[config.mk]
export PLATFORM = sky130hd
export DESIGN_NAME = ram_write_buffer
export DESIGN_NICKNAME = d
export VERILOG_FILES = /design/src/rtl/ram_write_buffer.sv
export SDC_FILE = /design/constraint.sdc
export NUM_CORES = 1
export LEC_CHECK = 0
export BUFFER_PORTS_ARGS = -buffer_cell sky130_fd_sc_hd__buf_2
export CORE_ASPECT_RATIO = 1.75
export CORE_UTILIZATION = 45
export DETAILED_ROUTE_END_ITERATION = 6
export SETUP_SLACK_MARGIN = 0.02
export SLEW_MARGIN = 30
export SYNTH_ARGS = -nofsm -noshare
export SYNTH_HDL_FRONTEND = slang
export SYNTH_SLANG_ARGS = --single-unit
[constraint.sdc]
create_clock -name clk -period 12.9 [get_ports clk]
set_clock_uncertainty 0.2 [all_clocks]
set_input_delay 2.58 -clock clk [delete_from_list [all_inputs] [get_ports clk]]
set_output_delay 2.58 -clock clk [all_outputs]
set_load 0.05 [all_outputs]
[src/rtl/ram_write_buffer.sv]
// Posted-write buffer: a one-entry skid register feeds a FIFO that is replayed to
// RAM one entry at a time using a single-cycle strobe followed by a wait for ready.
module ram_write_buffer #(
    parameter int DEPTH  = 8,
    parameter int ADDR_W = 32,
    parameter int DATA_W = 32
) (
    input  logic                     clk,
    input  logic                     reset,
    input  logic                     in_sig_write,
    input  logic [ADDR_W-1:0]        in_address,
    input  logic [DATA_W-1:0]        in_data,
    output logic                     in_is_ready,
    output logic                     mem_sig_write,
    output logic [ADDR_W-1:0]        mem_address,
    output logic [DATA_W-1:0]        mem_data,
    input  logic                     mem_is_ready,
    output logic [$clog2(DEPTH):0]   level,
    output logic                     idle,
    output logic                     overflow
);

    localparam int PTR_W   = $clog2(DEPTH);
    localparam int CNT_W   = PTR_W + 1;
    localparam int ENTRY_W = ADDR_W + DATA_W;

    generate
        if (DEPTH < 2 || (DEPTH & (DEPTH - 1)) != 0) begin : g_bad_depth
            $error("ram_write_buffer: DEPTH must be a power of two and at least 2");
        end
    endgenerate

    typedef enum logic [1:0] {
        ST_IDLE  = 2'd0,
        ST_ISSUE = 2'd1,
        ST_WAIT  = 2'd2
    } state_t;

    state_t              state_q, state_d;

    logic                skid_valid_q, skid_valid_d;
    logic [ADDR_W-1:0]   skid_addr_q, skid_addr_d;
    logic [DATA_W-1:0]   skid_data_q, skid_data_d;

    logic [PTR_W-1:0]    wr_ptr_q, wr_ptr_d;
    logic [PTR_W-1:0]    rd_ptr_q, rd_ptr_d;
    logic [CNT_W-1:0]    count_q, count_d;

    logic                overflow_q, overflow_d;
    logic [ADDR_W-1:0]   mem_address_q;
    logic [DATA_W-1:0]   mem_data_q;

    logic [ENTRY_W-1:0]  fifo_mem [DEPTH];

    logic                fifo_full;
    logic                fifo_empty;
    logic                capture;
    logic                push;
    logic                pop;
    logic                load;

    // The pop of a completed WAIT frees the head slot on the same edge, so a full
    // FIFO still accepts the skid then and the level does not dip.
    always_comb begin
        fifo_full  = (count_q == CNT_W'(DEPTH));
        fifo_empty = (count_q == '0);
        pop        = (state_q == ST_WAIT) && mem_is_ready;
        push       = skid_valid_q && (!fifo_full || pop);
        capture    = in_sig_write && !skid_valid_q;
        load       = (state_q == ST_IDLE) && !fifo_empty;
    end

    always_comb begin
        state_d = state_q;
        unique case (state_q)
            ST_IDLE:  if (!fifo_empty)  state_d = ST_ISSUE;
            ST_ISSUE:                   state_d = ST_WAIT;
            ST_WAIT:  if (mem_is_ready) state_d = ST_IDLE;
            default:                    state_d = ST_IDLE;
        endcase
    end

    always_comb begin
        skid_valid_d = skid_valid_q;
        skid_addr_d  = skid_addr_q;
        skid_data_d  = skid_data_q;
        if (push) begin
            skid_valid_d = 1'b0;
        end
        if (capture) begin
            skid_valid_d = 1'b1;
            skid_addr_d  = in_address;
            skid_data_d  = in_data;
        end
        overflow_d = overflow_q || (in_sig_write && skid_valid_q);
        wr_ptr_d   = wr_ptr_q + PTR_W'(push);
        rd_ptr_d   = rd_ptr_q + PTR_W'(pop);
        count_d    = count_q + CNT_W'(push) - CNT_W'(pop);
    end

    always_ff @(posedge clk) begin
        if (reset) begin
            state_q      <= ST_IDLE;
            skid_valid_q <= 1'b0;
            skid_addr_q  <= '0;
            skid_data_q  <= '0;
            wr_ptr_q     <= '0;
            rd_ptr_q     <= '0;
            count_q      <= '0;
            overflow_q   <= 1'b0;
        end else begin
            state_q      <= state_d;
            skid_valid_q <= skid_valid_d;
            skid_addr_q  <= skid_addr_d;
            skid_data_q  <= skid_data_d;
            wr_ptr_q     <= wr_ptr_d;
            rd_ptr_q     <= rd_ptr_d;
            count_q      <= count_d;
            overflow_q   <= overflow_d;
        end
    end

    // Storage has no reset so it maps onto block RAM; pointers alone define validity.
    always_ff @(posedge clk) begin
        if (push) begin
            fifo_mem[wr_ptr_q] <= {skid_addr_q, skid_data_q};
        end
    end

    // Registered head read doubles as the RAM-side address/data hold register.
    always_ff @(posedge clk) begin
        if (reset) begin
            mem_address_q <= '0;
            mem_data_q    <= '0;
        end else if (load) begin
            {mem_address_q, mem_data_q} <= fifo_mem[rd_ptr_q];
        end
    end

    assign in_is_ready   = !skid_valid_q;
    assign mem_sig_write = (state_q == ST_ISSUE);
    assign mem_address   = mem_address_q;
    assign mem_data      = mem_data_q;
    assign level         = count_q;
    assign idle          = !skid_valid_q && fifo_empty && (state_q == ST_IDLE);
    assign overflow      = overflow_q;

endmodule
# Word level (Yosys, flattened, before mapping)
# Memories as Yosys holds them, arrays and structs flattened. A register that Yosys moved wholly into a read port is not among the register bits.
# Index checks and enable logic that the tools add are counted.
[word_totals] memories=1 word_cells=41 ram_bits=512 reg_bits=78 input_bits=68
[memory_table] name="fifo_mem" words=8 width=64 read_ports=1 rd_ports_with_merged_regs=1 write_ports=1 line="53" text="logic [ENTRY_W-1:0] fifo_mem [DEPTH];"
[op_classes] n_mux=7 n_eq_ne=5 n_reduce_logical=16 n_addsub=4
[ops] cell="$logic_and A1 B1 Y1" count=7
[ops] cell="$add A3 B1 Y3" count=2
[ops] cell="$pmux W2 S3" count=1
[ops] cell="$add A4 B1 Y4" count=1
[ops] cell="$eq A4 B4 Y1 const B" count=1
[ops] cell="$logic_not A4 Y1" count=1
[ops] cell="$mux W1" count=4
[ops] cell="$mux W2" count=2
[ops] cell="$ne A2 B2 Y1 const B" count=2
[ops] cell="$sub A4 B1 Y4" count=1
[ops] cell="$logic_not A1 Y1" count=3
[ops] cell="$eq A2 B1 Y1 const B" count=1
[ops] cell="$eq A2 B2 Y1 const B" count=1
[ops] cell="$logic_not A2 Y1" count=1
[ops] cell="$logic_or A1 B1 Y1" count=2
[ops] cell="$reduce_and A2 Y1" count=1
[ops] cell="$reduce_bool A2 Y1" count=1

# Logic depth before layout (Yosys ltp)
[logic_depth] word_depth=6 depth_mapped=10

# Least setup slack after synthesis
# Ideal clock, no wire load.
[synth_path] path_kind="in2reg" from="input port mem_is_ready" to="memory fifo_mem[5][0] in the netlist's numbering (enable)" setup_slack_ns=4.784 t_required_ns=12.135 setup_ns=0.565 t_arrival_ns=7.351 path_stages=4 cell_sequence="nand3b_1 -> nand3_1 -> nand2_1 -> nor3_1"
[synth_between] elab_chain_len=5
[synth_lines] element="from (decl)" line="17" text="input logic mem_is_ready,"
[synth_lines] element="$logic_and A1 B1 Y1" line="67" text="pop = (state_q == ST_WAIT) && mem_is_ready;"
[synth_lines] element="$logic_or A1 B1 Y1" line="68" text="push = skid_valid_q && (!fifo_full || pop);"
[synth_lines] element="$logic_and A1 B1 Y1" line="68"
[synth_lines] element="$mux W1" line="125" text="if (push) begin"
[synth_lines] element="$mux W1 (implied by the code)" line="126" text="fifo_mem[wr_ptr_q] <= {skid_addr_q, skid_data_q};"
[synth_lines] element="to (decl)" line="53"
# No other way between the ends.

# Worst setup path after layout
[layout_path] from="input port mem_is_ready" to="memory fifo_mem[4][20] in the netlist's numbering (enable)"
# The elaborated chain is that of the path after synthesis.

==> reports/summary.txt <==
share of post-route cells with drive strength above 1: 0.2165
Finished Layout Cells: 2,305
synthesized area: 24,140 µm²
yosys warns: 0
startpoint types: input pin
Post-synth top cells: edfxtp_1, nand2_1, dfxtp_1, mux2i_1, mux4_2
Slew Limit Fails: 0
Hold Path Class: reg -> reg
Post-CTS Setup Bufs: 0
Worst-Margin Slew: 0.9766 ns
CP Class: in -> reg
met3 Use GR: 0.02367
total number of vias: 12,740
TritonCTS clock tree: yes
Worst Reg-to-Reg Cells: 5
Antenna Cells: 0
final core area utilization: 0.5184
DRC Markers: 1
routed length per instance: 22.80 µm
clock-pin slew of the registers on the worst-case setup and hold paths: 0.07 ns
top cells by area, synth: edfxtp_1, dfxtp_1, mux4_2
Final Hold Fails: 0
Fillers: 4,321
CTS root buf: clkbuf_16
vias in the first global route: 13,120
Antenna Nets Post-Route: 0
Post-DP Area: 25,490 µm²
Max Freq: 210.7 MHz
Post-synth EDFFs: 512
reg-to-reg slack, setup: 9.02 ns
post-layout instance area: 27,530 µm²
largest net degree at the start of global routing: 88
floorplan row count: 112
HPWL after detailed placement: 29.46 mm
WHS Endpoint: overflow$_SDFF_PP0_
count leader, synth: edfxtp_1
Nets: 1,650
GRT Util Overall: 0.1957
Mapped Nets: 1,521
crit end category: flop
top cell type's share of synthesized area: 0.6368
final weighted congestion in routability-driven placement: 0.7741
Die X: 177.1 µm
hold_buf cts: 0
CORE AREA: 53,110 µm²
Seq/Total Area, Yosys: 0.7545
Placed Cells: 2,197
Max Root-Sink Buffers: 3
DR pass1 iterations: 7
Synth Flop Type: edfxtp_1
endpoints failing setup: 0
min Tclk post-route: 4.745 ns
post-CTS sizing: 0
total grt overflow: 0
status: complete, but fails checks
# Max-Cap Violations: 0
pwr/cell area: 201.5 nW/µm²
largest area contributor in the netlist: edfxtp_1
reg-to-reg endpoint: mem_data[16]$_SDFFE_PP0P_
reg2reg start: rd_ptr_q[1]$_SDFF_PP0_
sequential cell area: 18,230 µm²
clk sinks: 654
Starting Density: 0.4546
CP Max Fanout: 40
Worst Path Arrival: 4.77 ns
hold path startpoint: overflow$_SDFF_PP0_
Post-Syn Instances: 1,443
io pins: 140
Leakage: 9.045 nW
Hold WS: 0.2740 ns
Buffers on Ports: 139
FFs w/ async S/R, synth: 0
clk_lat worst skew: 0.60 ns
Routed WL: 52.55 mm
Fin Setup TNS: 0 ns
Vias/cell: 5.528
RSZ-0062 raised after global routing: false
Worst Path Required: 12.92 ns
# H-tree levels: 2
hold path depth: 2
initial antenna violation count: 1
met1 GRT Util: 0.2358
Multi-input gate area: 5497 µm²
Area Overhead vs Synth: 14.03%
GRT busiest layer: met2
Die H: 308.4 µm
Die ar.: 54,620 µm²
failing checks: DRC
maximum vdd drop: 0.0001680 V
first-pass GRT wire length: 79.16 mm
syn_area_per_cell: 16.73 µm²
Cell variety after synth: 39
Iter 0 DRT Violations: 957
fin crit share: 0.3679
met2 Use GR: 0.3580
slew margin rel.: 0.3489
Inserted Clock Buffers: 57
number of synthesized register bits: 654
registers in the layout (all words and copies together), names as in the netlist:
| register | count |
|---|---|
| fifo_mem | 512 |
| level | 4 |
| mem_address | 32 |
| mem_data | 32 |
| overflow | 1 |
| rd_ptr_q | 3 |
| skid_addr_q | 32 |
| skid_data_q | 32 |
| skid_valid_q | 1 |
| state_q | 2 |
| wr_ptr_q | 3 |
stage by stage:
step / setup WS, ns / power (mW)
final: 8.155 / 5.548
after global placement: 7.423 / 3.765
after detailed placement: 7.504 / 3.784
after floorplan: 4.784 / 3.433
after global routing: 7.978 / 5.765
after CTS: 8.115 / 5.614
kinds of logic after synthesis:
group	share of synthesized area
flops	0.7545
xor+xnor	0.001451
compound gates	0.04949
buf+inv	0.02119
simple gates	0.05389
mux	0.1140
fa+ha+maj	0.005493
per-layer routing:
layer | vias up | wire, µm
met5 | - | 8
met4 | 2 | 1517
met3 | 84 | 2149
met2 | 283 | 28270
met1 | 6540 | 20600
li1 | 5832 | -
where the power goes:
part	total, mW	switching, mW	internal (mW)
clock	1.83	0.757	1.08
combinational	1.16	0.854	0.306
sequential	2.55	0.115	2.44
worst max path at each step:
stage | start | endpoint | slack, ns | cells after the start
floorplan | mem_is_ready | fifo_mem[5][0]$_DFFE_PP_ | 4.78 | 4
global placement | mem_is_ready | fifo_mem[3][40]$_DFFE_PP_ | 7.42 | 6
detailed placement | mem_is_ready | fifo_mem[4][5]$_DFFE_PP_ | 7.50 | 6
CTS | mem_is_ready | fifo_mem[4][20]$_DFFE_PP_ | 8.11 | 6
global route | mem_is_ready | fifo_mem[4][8]$_DFFE_PP_ | 7.98 | 6
finish | mem_is_ready | fifo_mem[4][20]$_DFFE_PP_ | 8.15 | 6
area by class of cell:
type / count / area share
inverter: 6 / 0.0008180
timing repair buffer: 161 / 0.03236
sequential: 654 / 0.6621
clock buffer: 78 / 0.05840
tap: 684 / 0.03109
multi-input combinational: 692 / 0.1996
clock inverter: 30 / 0.01559
layout by cell type, fill, tap and decap left out, drive strengths merged, types with 2 or more instances in the layout:
cell and count:
nor2 79, nor3 49, nand2 168, buf 161, a211o 2, clkinvlp 4
clkbuf 78, nor2b 9, edfxtp 512, a21oi 68, mux4 79, bufinv 10
o22ai 47, mux2i 96, ha 9, clkinv 15, a211oi 48, inv 7
dfxtp 142, nand3b 2, nand3 2, xnor2 4, a311oi 17, nand2b 2
worst max-delay path, stage by stage:
cell	delay, ns
buf_2	0.10
nand3b_1	0.17
nand3_1	0.17
nand2_1	0.22
nor2_4	0.81
buf_4	0.69
(Power assumes the default switching activity.)
